===== src/rtl/state_dump_unit.sv =====
// Halts the core, then streams its register file and data memory one word per beat over valid/ready.
// Optional checksum beat after the data words: define STATE_DUMP_CHECKSUM_EN.
module state_dump_unit #(
   parameter int          WIDTH  = 32,
   parameter int          NREGS  = 32,
   parameter int          SIZE   = 1024,
   parameter logic [31:0] OFFSET = 32'h0,
   parameter int          IDX_W  = 16
) (
   input  logic                     CLK,
   input  logic                     RST,
   input  logic                     start,
   input  logic [1:0]               sel,
   output logic                     halt_req,
   input  logic                     halt_ack,
   output logic [$clog2(NREGS)-1:0] reg_addr,
   input  logic [WIDTH-1:0]         reg_data,
   output logic [31:0]              mem_addr,
   input  logic [WIDTH-1:0]         mem_data,
   output logic                     out_valid,
   input  logic                     out_ready,
   output logic [WIDTH-1:0]         out_data,
   output logic [1:0]               out_tag,
   output logic [IDX_W-1:0]         out_index,
   output logic                     busy,
   output logic                     done,
   output logic                     abort
);

   localparam int RA_W = $clog2(NREGS);

`ifdef STATE_DUMP_CHECKSUM_EN
   typedef enum logic [2:0] {IDLE, HALT, REGS, MEM, SUM, FIN} state_t;
   localparam state_t AFTER_DATA = SUM;
   logic [WIDTH-1:0] sum;
`else
   typedef enum logic [2:0] {IDLE, HALT, REGS, MEM, FIN} state_t;
   localparam state_t AFTER_DATA = FIN;
`endif

   state_t           state;
   state_t           state_next;
   logic [1:0]       sel_latched;
   logic [IDX_W-1:0] count;
   logic             load_slot;
   logic             streaming;
   logic             lost_ack;
   logic             beat;
   logic             last_reg;
   logic             last_mem;

   assign load_slot = !out_valid || out_ready;
   assign last_reg  = (count == IDX_W'(NREGS - 1));
   assign last_mem  = (count == IDX_W'(SIZE - 1));

`ifdef STATE_DUMP_CHECKSUM_EN
   assign streaming = (state == REGS) || (state == MEM) || (state == SUM);
   assign lost_ack  = (streaming || (state == FIN)) && !halt_ack;
`else
   assign streaming = (state == REGS) || (state == MEM);
   assign lost_ack  = (streaming || (state == FIN)) && !halt_ack;
`endif

   // A beat is only taken while the core is still confirmed frozen.
   assign beat = streaming && halt_ack && load_slot;

   always_ff @(posedge CLK or posedge RST) begin
      if (RST) begin
         state <= IDLE;
      end else begin
         state <= state_next;
      end
   end

   always_comb begin
      state_next = state;
      case (state)
         IDLE: begin
            if (start) state_next = HALT;
         end
         HALT: begin
            if (halt_ack) begin
               if (sel_latched[0])      state_next = REGS;
               else if (sel_latched[1]) state_next = MEM;
               else                     state_next = AFTER_DATA;
            end
         end
         REGS: begin
            if (!halt_ack)
               state_next = IDLE;
            else if (beat && last_reg)
               state_next = sel_latched[1] ? MEM : AFTER_DATA;
         end
         MEM: begin
            if (!halt_ack)              state_next = IDLE;
            else if (beat && last_mem)  state_next = AFTER_DATA;
         end
`ifdef STATE_DUMP_CHECKSUM_EN
         SUM: begin
            if (!halt_ack)  state_next = IDLE;
            else if (beat)  state_next = FIN;
         end
`endif
         FIN: begin
            if (!halt_ack || !out_valid) state_next = IDLE;
         end
         default: state_next = IDLE;
      endcase
   end

   always_comb begin
      done     = (state == FIN) && halt_ack && !out_valid;
      abort    = lost_ack;
      busy     = (state != IDLE) && !done && !abort;
      halt_req = busy;
      reg_addr = '0;
      mem_addr = '0;
      if (state == REGS) reg_addr = count[RA_W-1:0];
      if (state == MEM)  mem_addr = OFFSET + (32'(count) << 2);
   end

   always_ff @(posedge CLK or posedge RST) begin
      if (RST) begin
         sel_latched <= '0;
         count       <= '0;
         out_valid   <= 1'b0;
         out_data    <= '0;
         out_tag     <= '0;
         out_index   <= '0;
`ifdef STATE_DUMP_CHECKSUM_EN
         sum         <= '0;
`endif
      end else begin
         if (state == IDLE && start) begin
            sel_latched <= sel;
`ifdef STATE_DUMP_CHECKSUM_EN
            sum         <= '0;
`endif
         end

         // Every phase change restarts the word counter, so nothing leaks between dumps.
         if (state_next != state)
            count <= '0;
         else if (beat)
            count <= count + 1'b1;

         if (lost_ack) begin
            out_valid <= 1'b0;
         end else if (beat) begin
            out_valid <= 1'b1;
            case (state)
               REGS: begin
                  out_data  <= reg_data;
                  out_tag   <= 2'd0;
                  out_index <= count;
`ifdef STATE_DUMP_CHECKSUM_EN
                  sum       <= sum + reg_data;
`endif
               end
               MEM: begin
                  out_data  <= mem_data;
                  out_tag   <= 2'd1;
                  out_index <= count;
`ifdef STATE_DUMP_CHECKSUM_EN
                  sum       <= sum + mem_data;
`endif
               end
`ifdef STATE_DUMP_CHECKSUM_EN
               SUM: begin
                  out_data  <= sum;
                  out_tag   <= 2'd2;
                  out_index <= '0;
               end
`endif
               default: begin
                  out_data  <= out_data;
               end
            endcase
         end else if (out_ready) begin
            out_valid <= 1'b0;
         end
      end
   end

endmodule


===== config.mk =====
export PLATFORM = sky130hd
export DESIGN_NAME = state_dump_unit
export DESIGN_NICKNAME = d
export VERILOG_FILES = /design/src/rtl/state_dump_unit.sv
export SDC_FILE = /design/constraint.sdc
export NUM_CORES = 1
export LEC_CHECK = 0
export ABC_AREA = 0
export CORE_UTILIZATION = 46
export DETAILED_ROUTE_END_ITERATION = 10
export PLACE_DENSITY = 0.87
export SLEW_MARGIN = 10
export SYNTH_ARGS = -nofsm -noshare
export SYNTH_HDL_FRONTEND = slang
export SYNTH_SLANG_ARGS = --single-unit

===== constraint.sdc =====
create_clock -name CLK -period 5.36 [get_ports CLK]
set_input_delay 1.072 -clock CLK [delete_from_list [all_inputs] [get_ports CLK]]
set_output_delay 1.072 -clock CLK [all_outputs]
set_load 0.02 [all_outputs]

==> results.toml <==
[sta]
fmaxAchievable_ghz = 0.257
fin_tns_setup_ns = 0
min_period_over_period_pct = 72.5
setup_ws_ns = 1.48
slew_headroom_pct = 32.8
hold_violations = 0
setup_violations = 0
min_period_ns = 3.88
finalClockSkew_ns = 0.0108
hold_ws_ns = 0.479
worst_pin_slew_ns = 1.00
rsz0062_at_grt = "no"
finalMaxSlewViolations = 0

[synth]
synth_edf_count = 0
synth_fa_ha_area_share_pct = 0.335
synth_seq_area_share_pct = 47.6
synthFlopType = "dfrtp_1"
synth_cell_type_count = 46
synth_area_um2 = 3730
synth.avg_cell_area_um2 = 8.54
synth_seq_cells = 71
synth_xor_area_share_pct = 3.52
synth_top_family_by_area = "simple AND/OR/NAND/NOR gates"
synth_area_leaders = "dfrtp_1 (48%), nand2_1 (12%), a31oi_1 (5.5%)"
yosysTopAreaCell = "dfrtp_1"
synthSimpleGateAreaFrac_pct = 30.6
syn_inst = 437
ys_async_sr_fraction_pct = 100
synth_compound_gate_area_share_pct = 9.49
synth.most_common_cell = "nand2_1"
synth.area.mux_share_pct = 0.603
yosysWarnings = 0
synth_top_area_share_pct = 47.6
synthTopCellsByCount = "nand2_1 (124), dfrtp_1 (71), nor2_1 (41), a31oi_1 (33)"

[cts]
clockBufferDepth = 2
cts_tree = "yes"
cts_inserted_buffers = 9
cts_hold_buf = 0
clock-sinks = 71
clk_pin_slew_ns = 0.08
htreeDepth = 3
clkLatencyLatePin_ns = 0.35
cts-root-buf = "clkbuf_8"
cts_resized = 0
post-cts-setup-buffers = 0

[worst_setup_path]
reg2reg_depth = 5
path_cells = "inv_1, nor2_4, and2_1, clkdlybuf4s50_1"
crit_start = "state[0]$_DFF_PP0_"
r2r_start = "state[1]$_DFF_PP0_"
crit_type = "reg2out"
cp-start-kind = "register"
cp-end-kind = "output port"
critical_path.max_fanout = 48
worstPathArrival_ns = 2.81
worst_path_largest_cell_delay_ns = 0.83
r2r_setup_slack_ns = 2.93
critPathSlowestCell = "nor2_4"
reg2reg_to = "count[1]$_DFFE_PP0P_"
worst_ep_required_time_ns = 4.29

[placement]
dp_hpwl_um = 7290
routabilityCongestion = 0.862
pre_cts_slack_ns = 1.51
dpl.cell_count = 656
numPortBuffers = 145

[route]
met2_length_um = 5270
drt_iter0_drc = 163
drt_pass1_iterations = 4
drtAntennaViolNets = 0
wl_per_cell_um = 15.4
highest_layer = "met4"
route.met3.wl_um = 725
viasPerCell = 5.34
drt_wl_total_um = 10300
drc = 0
route.layer.met1.wl_um = 4150
num_vias = 3586

[hold_path]
hold_end = "out_index[2]$_DFFE_PP0P_"
hp-start = "out_index[2]$_DFFE_PP0P_"
min_path_cells = 2
worstHoldPathType = "reg2reg"

[layout]
fillers = 568
area.growth.synth_to_final_pct = 43.5
final_core_util_pct = 69.0
antenna_cells = 0
nets = 637
layout.cells.non_filler = 672
drive_gt1_share_pct = 6.32

[global_routing]
grt_pass1_vias = 3403
grt_max_degree = 50
grt_overflow_total = 0
antenna_found_initial = 0
grt_usage_pct = 25.1
grt_pass1_wl_um = 16800

[power_and_ir_drop]
leakage_uw = 0.00229
peakVddDrop_mv = 0.346
pwr_density_cell_nw_per_um2 = 442

[floorplan]
dieArea_um2 = 8480
die_w_um = 92.1
core_area_um2 = 7770
ios = 163
start_util_pct = 48.1
rows = 32
die_y_um = 92.1

[status]
outcome = "finished clean"

[job]
max_cap_viol_count = 0
[per-layer routing]
| metal | vias up | global-route usage (%) |
|---|---|---|
| li1 | 1705 | - |
| met1 | 1712 | 31.6 |
| met2 | 155 | 43.1 |
| met3 | 14 | 4.48 |
| met4 | 0 | 9.11 |
| met5 | - | 0 |
[worst max path at each step]
stage	slack, ns	to	cells after the start
after floorplan	2.20	halt_req	4
after global placement	1.56	busy	4
after detailed placement	1.51	halt_req	4
after CTS	1.40	mem_addr[11]	4
after global routing	1.27	mem_addr[17]	4
final	1.48	mem_addr[6]	4
[metrics by stage]
stage,area (um^2),power (uW)
2_1_floorplan,3790,1480
3_3_place_gp,5150,1900
3_5_place_dp,5150,1930
4_1_cts,5360,2380
5_1_grt,5360,2520
6_report,5360,2370
[state kept, by name, summed over array words and instances, names as in the netlist]
signal       cells
out_index       16
sel_latched      2
out_tag          1
state            3
out_valid        1
count           16
out_data        32
[where the power goes]
| part | switching [uW] | internal, uW |
|---|---|---|
| Combinational | 648 | 475 |
| Clock | 219 | 230 |
| Sequential | 111 | 687 |
[worst max-delay path, delay by kind of cell, from the launching register on]
kind	cells	cell delay (ns)
buffers and inverters	2	0.85
flip-flops	1	0.52
AND/OR/NAND/NOR	2	1.06
[layout by cell type (no fill, tap or decap), types with 4 or more instances in the layout]
cell type        Yosys  final
clkdlybuf4s50_1      0    145
nand2_1            124    124
dfrtp_1             71     71
nor2_1              41     39
a31oi_1             33     33
and2_1              21     21
nor4_1              19     19
conb_1               1     17
xor2_1              11     11
nand4_1             10     10
clkbuf_8             0     10
inv_1                6      5
nand3_1              5      5
o21ai_0              5      5
or2_2                4      4
xnor2_1              4      4
buf_4               21      4
[cell families after synthesis]
family | Yosys count
mux | 2
flops | 71
simple gates | 242
other cells | 1
fa+ha+maj | 1
xor+xnor | 15
compound gates | 51
buf+inv | 54
[layout make-up]
class / instances / area (um^2) / area share [%]
Timing Repair Buffer: 149 / 1480 / 27.7
Tap cell: 102 / 128 / 2.38
Multi-Input combinational cell: 328 / 1740 / 32.5
Clock inverter: 6 / 67.6 / 1.26
Inverter: 6 / 22.5 / 0.420
Sequential cell: 71 / 1780 / 33.2
Clock buffer: 10 / 138 / 2.57
No activity file was read; power rests on OpenSTA's default activity.
